--- src/rtl/fft_stage_sequencer.sv ---
// Iterative stage sequencer for the 32-point FFT: load, then issue/wait/write per butterfly stage.
// Optional status ports (cycle count, overrun flag) enabled by defining FFT_SEQ_STATUS_EN.
module fft_stage_sequencer #(
  parameter int unsigned p_stages     = 5,
  parameter int unsigned p_macLatency = 2,
  parameter int unsigned p_stageBits  = 3
) (
  input  logic                   CLK,
  input  logic                   RST,
  input  logic                   i_start,
  input  logic                   i_abort,
  output logic                   o_busy,
  output logic                   o_load_in,
  output logic                   o_issue,
  output logic                   o_wr_en,
  output logic [p_stageBits-1:0] o_stage,
  output logic [p_stages-1:0]    o_tw_step,
  output logic                   o_done
`ifdef FFT_SEQ_STATUS_EN
  ,
  output logic [15:0]            o_cycle_count,
  output logic                   o_overrun
`endif
);

  localparam int unsigned WAIT_W = $clog2(p_macLatency + 1);
  localparam logic [p_stageBits-1:0] LAST_STAGE = p_stageBits'(p_stages - 1);
  localparam logic [p_stages-1:0] TW_FIRST = p_stages'(1) << (p_stages - 1);

  typedef enum logic [2:0] {
    IDLE  = 3'd0,
    LOAD  = 3'd1,
    ISSUE = 3'd2,
    WAIT  = 3'd3,
    WRITE = 3'd4,
    DONE  = 3'd5
  } state_t;

  state_t                 state, state_n;
  logic [WAIT_W-1:0]      wait_cnt, wait_n;
  logic [p_stageBits-1:0] stage_n;
  logic [p_stages-1:0]    tw_n;
  logic                   start_ok;

  assign start_ok = (state == IDLE) && i_start && !i_abort;

  // Next state, counters and next values of the registered strobes
  always_comb begin
    state_n = state;
    wait_n  = wait_cnt;
    stage_n = o_stage;
    case (state)
      IDLE: begin
        if (start_ok) begin
          state_n = LOAD;
          stage_n = '0;
        end
      end
      LOAD: begin
        state_n = ISSUE;
        stage_n = '0;
      end
      ISSUE: begin
        state_n = WAIT;
        wait_n  = WAIT_W'(p_macLatency);
      end
      WAIT: begin
        wait_n = wait_cnt - WAIT_W'(1);
        if (wait_cnt == WAIT_W'(1)) state_n = WRITE;
      end
      WRITE: begin
        if (o_stage == LAST_STAGE) begin
          state_n = DONE;
        end else begin
          state_n = ISSUE;
          stage_n = o_stage + p_stageBits'(1);
        end
      end
      DONE:    state_n = IDLE;
      default: state_n = IDLE;
    endcase
    // Abort overrides everything outside IDLE
    if (i_abort && (state != IDLE)) begin
      state_n = IDLE;
      stage_n = '0;
      wait_n  = '0;
    end
    tw_n = TW_FIRST >> stage_n;
  end

  always_ff @(posedge CLK or posedge RST) begin
    if (RST) begin
      state     <= IDLE;
      wait_cnt  <= '0;
      o_busy    <= 1'b0;
      o_load_in <= 1'b0;
      o_issue   <= 1'b0;
      o_wr_en   <= 1'b0;
      o_done    <= 1'b0;
      o_stage   <= '0;
      o_tw_step <= TW_FIRST;
    end else begin
      state     <= state_n;
      wait_cnt  <= wait_n;
      o_busy    <= (state_n != IDLE);
      o_load_in <= (state_n == LOAD);
      o_issue   <= (state_n == ISSUE);
      o_wr_en   <= (state_n == WRITE);
      o_done    <= (state_n == DONE);
      o_stage   <= stage_n;
      o_tw_step <= tw_n;
    end
  end

`ifdef FFT_SEQ_STATUS_EN
  // Busy-cycle counter and sticky overrun flag, both restarted by an accepted start
  always_ff @(posedge CLK or posedge RST) begin
    if (RST) begin
      o_cycle_count <= '0;
      o_overrun     <= 1'b0;
    end else if (start_ok) begin
      o_cycle_count <= '0;
      o_overrun     <= 1'b0;
    end else begin
      if (o_busy && (o_cycle_count != 16'hFFFF)) o_cycle_count <= o_cycle_count + 16'd1;
      if (i_start && o_busy) o_overrun <= 1'b1;
    end
  end
`endif

endmodule
--- config.mk ---
export PLATFORM = sky130hd
export DESIGN_NAME = fft_stage_sequencer
export DESIGN_NICKNAME = d
export VERILOG_FILES = /design/src/rtl/fft_stage_sequencer.sv
export SDC_FILE = /design/constraint.sdc
export NUM_CORES = 1
export LEC_CHECK = 0
export CAP_MARGIN = 10
export CORE_UTILIZATION = 53
export CTS_CLUSTER_DIAMETER = 100
export DETAILED_ROUTE_END_ITERATION = 12
export PLACE_DENSITY = 0.78
export SETUP_SLACK_MARGIN = 0.15
export SYNTH_ARGS = -nofsm -noshare
export SYNTH_HDL_FRONTEND = slang
export SYNTH_SLANG_ARGS = --single-unit
--- constraint.sdc ---
create_clock -name CLK -period 3.6 [get_ports CLK]
set_input_delay 0.72 -clock CLK [delete_from_list [all_inputs] [get_ports CLK]]
set_output_delay 0.72 -clock CLK [all_outputs]
set_load 0.02 [all_outputs]
# ---- Yosys cells after proc, flatten, opt, wreduce, memory -nomap -nowiden
# Index checks and enable logic that the tools add are counted.
dict set report totals {
  ff_bits 18
}
dict set report op_classes {
  n_addsub 2
  eq_ne 10
  shifts 1
  muxes 11
  reduce_logical 8
}
# operator count
set ops {}
lappend ops {{$mux 3} 7}
lappend ops {{$pmux 3 s5} 1}
lappend ops {{$eq 3x3->1 const B} 4}
lappend ops {{$eq 3x2->1 const B} 3}
lappend ops {{$pmux 3 s3} 1}
lappend ops {{$reduce_bool 3->1} 3}
lappend ops {{$eq 3x1->1 const B} 2}
lappend ops {{$shr 5x3->5 const A} 1}
lappend ops {{$pmux 2 s2} 1}
lappend ops {{$add 3x1->3 const B} 1}
lappend ops {{$logic_and 1x1->1} 3}
lappend ops {{$logic_not 3->1} 1}
lappend ops {{$eq 2x1->1 const B} 1}
lappend ops {{$mux 2} 1}
lappend ops {{$sub 2x1->2 const B} 1}
lappend ops {{$logic_not 1->1} 1}

# ---- Longest topological paths before layout
dict set report logic_depth {
  word_depth 7
  depth_mapped 8
}

# ---- Least setup slack after synthesis
# Ideal clock, no wire load.
dict set report synth_timing {
  path_type {input to register}
  start {input port i_abort}
  end {register o_tw_step[2]}
  arrival_ps 1725
  required_ps 3480
  slack_ps 1755
  stages 6
  path_buffers 1
  path_cell_list {buf_4 -> nor2b_2 -> o31a_2 -> a311oi_2 -> a21oi_2 -> and3_1}
}
dict set report synth_between {
  elab_chain_len 6
  word_cells_on_any_way 7
}
# element line_no
set synth_lines {}
lappend synth_lines {{start: declaration} 11} ;# input logic i_abort,
lappend synth_lines {{$logic_not 1->1} 45} ;# assign start_ok = (state == IDLE) && i_start && !i_abort;
lappend synth_lines {{$logic_and 1x1->1} 45}
lappend synth_lines {{$mux 3} 54} ;# if (start_ok) begin
lappend synth_lines {{$pmux 3 s3} 52} ;# case (state)
lappend synth_lines {{$mux 3 *} 83} ;# if (i_abort && (state != IDLE)) begin
lappend synth_lines {{$shr 5x3->5 *} 88} ;# tw_n = TW_FIRST >> stage_n;
lappend synth_lines {{net tw_n[2]} 42} ;# logic [p_stages-1:0] tw_n;
lappend synth_lines {{end signal: assignment} 111} ;# o_tw_step <= tw_n;
lappend synth_lines {{end: declaration} 17} ;# output logic [p_stages-1:0] o_tw_step,
# Mark *: on every way through the listed nets, which the timed path passes. The rest lies on a longest branch.
# A chain may end at the register's enable or synchronous reset.

# ---- Worst setup path after layout
dict set report layout_timing {
  start {input port i_abort}
  end {register o_tw_step[3]}
}
dict set report layout_between {
  elab_chain_len 6
  word_cells_on_any_way 7
}
# element line_no
set layout_lines {}
lappend layout_lines {{$logic_not 1->1} 45}
lappend layout_lines {{$logic_and 1x1->1} 45}
lappend layout_lines {{$mux 3} 54}
lappend layout_lines {{$pmux 3 s3} 52}
lappend layout_lines {{$mux 3 *} 83}
lappend layout_lines {{net stage_n[0]} 41} ;# logic [p_stageBits-1:0] stage_n;
lappend layout_lines {{$shr 5x3->5 *} 88}
lappend layout_lines {{net tw_n[3]} 42}
# Marks and branches as above.

==> implementation parameters <==
Parameter                              Value

Outcome
  Result of the run ... completed

Detailed routing
  Antenna-violating nets left ... 0
  Remaining DRCs ... 0
  First DRT Iteration DRCs ... 14
  DR pass1 iterations ... 4
  Detailed-route via count ... 665
  Detail-routed via count per cell ... 5.73
  Wire length per cell after detailed routing ... 13.2 um
  Routed Wire Length ... 1.53 mm

Timing
  Least-Margin Pin Slew ... 663 ps
  Post-layout minimum cycle time ... 2270 ps
  Timing-limited maximum frequency ... 441 MHz
  Worst Clk Skew ... 5.50 ps
  Final period utilization ... 63.0%
  Setup repair after global routing missed its margin ... false
  Max-slew violation total from the final report ... 0
  Hold Slack ... 526 ps
  Final setup violation count ... 0
  Fin. Hold Viols ... 0
  Post-layout worst setup margin ... 1330 ps
  Final TNS setup ... 0 ps
  Worst slew margin ... 55.7%

Worst setup path
  Crit-path max cell delay ... 740 ps
  WP buf/inv ... 2
  CP startpoint kind ... input pin
  Master of the slowest instance on the critical path ... sky130_fd_sc_hd__clkdlybuf4s50_1
  CP top delay family ... buffers and inverters
  Data required time of the critical path ... 3830 ps
  Critical path peak fanout ... 10
  Cell Chain, Critical Path ... clkdlybuf4s50_1 -> nor2b_2 -> o31a_2 -> a311oi_2 -> a21oi_2 -> inv_2 -> and3_1
  Destination of the worst register-to-register timing path ... o_tw_step[0]
  Endpoint type of the worst setup path ... flip-flop
  Path length in cells of the critical path ... 7
  Source of the critical timing path ... i_abort
  Destination of the critical timing path ... o_tw_step[3]
  Critical R2R Launch ... o_stage[0]
  Reg2Reg Setup Slack ... 1840 ps
  CP arrival ... 2500 ps
  Depth of the worst register-to-register path ... 7
  Kind of critical path ... in -> reg

Synthesis
  Yosys top cell area share ... 47.8%
  Post-synthesis net count ... 91
  Cell count after synthesis ... 84
  Post-synthesis async set-or-reset flop share ... 100%
  Most instantiated cells after synthesis ... sky130_fd_sc_hd__dfrtp_1, sky130_fd_sc_hd__a21oi_1, sky130_fd_sc_hd__inv_1, sky130_fd_sc_hd__nand2_1
  Largest cells by area after synthesis ... sky130_fd_sc_hd__dfrtp_1, sky130_fd_sc_hd__a21oi_1, sky130_fd_sc_hd__ha_1
  Yosys top cell by area ... sky130_fd_sc_hd__dfrtp_1
  Top flip-flop cell by instance count after synthesis ... sky130_fd_sc_hd__dfrtp_1
  Synth Area per Inst ... 10.6 um^2
  Number of synthesized flops with an enable pin ... 0
  Share of the yosys chip area belonging to registers ... 50.8%
  Count of warnings emitted by yosys ... 0
  Number of storage elements in the synthesis netlist ... 18
  Cell Area, Synth ... 890 um^2
  Unique cell type count in the Yosys netlist ... 36
  Most numerous cell in the Yosys netlist ... sky130_fd_sc_hd__dfrtp_1

Placement
  Number of buffer cells added on primary ports ... 16
  HPWL reported at the end of detailed placement ... 1.17 mm
  Worst slack at placement ... 1040 ps
  Placer Congestion ... 0.797
  Cell area after placement ... 1030 um^2

Power
  Switching power total ... 0.200 mW
  IR Drop Worst-Case VDD ... 0.372 mV
  Leakage dissipation ... 0.476 nW
  Clk pwr share ... 20.1%
  Internal Dissipation ... 0.399 mW
  Switching Share ... 33.4%
  Pwr per Cell Area ... 559 nW/um^2
  Flop pwr share ... 46.7%
  Logic gate share of total power ... 33.2%

Global routing
  Pin count of the biggest net entering global routing ... 19
  First-pass GRT wire length ... 2.82 mm
  Layer carrying the most global-route usage ... met1
  Total congestion overflow ... 0
  Via count of the first global-routing pass ... 638
  Global routing usage on met3 ... 6.38%
  Global routing usage on met2 ... 30.3%
  Met1 track utilization from global routing ... 30.3%
  Antenna violations before repair ... 0
  Overall track demand over capacity in global routing ... 21.1%

Run
  Max-cap viol count ... 0

Clocking
  Clock insertion delay at the later pin of the skew report ... 290 ps
  Register clock-pin slew on the reported worst setup and hold paths ... 100 ps
  Number of sinks handled by clock tree synthesis ... 18
  Number of H-tree levels ... 1
  Number of instances resized during post-cts repair ... 0
  TritonCTS buffer count ... 3
  Post-CTS Setup Repair Bufs ... 0
  Root buffer cell ... sky130_fd_sc_hd__clkbuf_4
  TritonCTS clock tree ... yes
  Clock Path Buffers ... 2
  Number of hold buffers added after cts ... 0

Floorplanning
  Die extent in x ... 43.0 um
  Full die area ... 1850 um^2
  Std-Cell Core Area ... 1540 um^2
  Num ports ... 17
  Initial cell density of the core ... 57.7%
  Cell Rows ... 14
  Die boundary height ... 43.0 um

Hold path
  Worst hold path class ... reg -> reg

Layout
  Final Instance Area ... 1070 um^2
  End-of-flow core utilization ... 69.5%
  Number of diodes added for antenna fixing ... 0
  # fillers ... 117
  Fin nets ... 108
  FF/Latch Area ... 452 um^2
  Fraction of layout instances using a drive strength above 1 ... 16.0%
  Synthesis-to-layout area growth ... 20.4%
  Footprint of the multi-input gates ... 377 um^2
-- placed cells by master, fill, tap and decap left out, drive strengths merged --
cell | synthesis | routed
dfrtp | 17 | 17
clkdlybuf4s50 | 0 | 16
a21oi | 10 | 10
inv | 7 | 7
nand2 | 6 | 6
and3 | 4 | 4
nor3b | 4 | 4
clkbuf | 0 | 4
nor2 | 3 | 3
nor3 | 3 | 3
ha | 3 | 3
nor2b | 3 | 3
o21ai | 3 | 3
nand2b | 2 | 2
nand3 | 2 | 2
o21bai | 1 | 1
a21o | 1 | 1
o31ai | 1 | 1
a22oi | 1 | 1
o31a | 1 | 1
a311oi | 1 | 1
nand3b | 1 | 1
o211ai | 1 | 1
a21boi | 1 | 1
or3 | 1 | 1
and2 | 1 | 1
a31oi | 1 | 1
dfstp | 1 | 1
-- power groups by stage --
stage               logic [mW]  clock network [mW]  registers [mW]
finish                   0.199               0.120           0.280
global route             0.218               0.135           0.286
CTS                      0.201               0.123           0.279
detailed placement       0.200                   0           0.284
global placement         0.194                   0           0.282
floorplan                0.115                   0           0.299
-- flip-flops by register name (all words and copies together), names as in the netlist --
name       flops
o_busy         1
o_done         1
o_issue        1
o_load_in      1
o_stage        3
o_tw_step      5
o_wr_en        1
state          3
wait_cnt       2
-- worst min-delay path, stage by stage (launching register included) --
cell and delay (ps):
sky130_fd_sc_hd__dfrtp_1 380, sky130_fd_sc_hd__nand2_1 50, sky130_fd_sc_hd__o21ai_0 60
-- final cells by class --
cell class                 instances  share of cell area (%)
timing repair buffer              16                    15.0
tap                               16                    1.87
clock buffer                       4                    3.39
inverter                           7                    2.45
multi-input combinational         55                    35.2
sequential                        18                    42.2
-- routing by layer --
layer	vias to the layer above	share of wire [%]	wire, um
li1	322	-	-
met1	317	46	707
met2	21	47	715
met3	5	5.0	77
met4	0	2.0	31
met5	-	0	0
-- cells by family (layout without fill, tap and decap cells) --
logic type | count (synthesis) | after routing | synth area share (%)
AND/OR/NAND/NOR | 30 | 30 | 20.8
AO/OA/AOI/OAI | 22 | 22 | 17.3
buffers and inverters | 11 | 27 | 6.89
flip-flops | 18 | 18 | 50.8
adder cells (fa/ha/maj) | 3 | 3 | 4.22
-- worst min path at each step --
stage | start | slack [ps] | endpoint | cells past startpoint
detailed placement | wait_cnt[1] | 510 | wait_cnt[1] | 2
finish | wait_cnt[1] | 530 | wait_cnt[1] | 2
CTS | wait_cnt[1] | 530 | wait_cnt[1] | 2
global placement | wait_cnt[1] | 500 | wait_cnt[1] | 2
global route | wait_cnt[1] | 580 | wait_cnt[1] | 2
floorplan | wait_cnt[1] | 470 | wait_cnt[1] | 2
-- through the flow --
step | power [mW] | instances
after floorplan | 0.414 | 84
after global placement | 0.476 | 112
after detailed placement | 0.484 | 112
after CTS | 0.603 | 116
after global routing | 0.639 | 116
final | 0.599 | 116
Power figures use the tool's default switching activity.
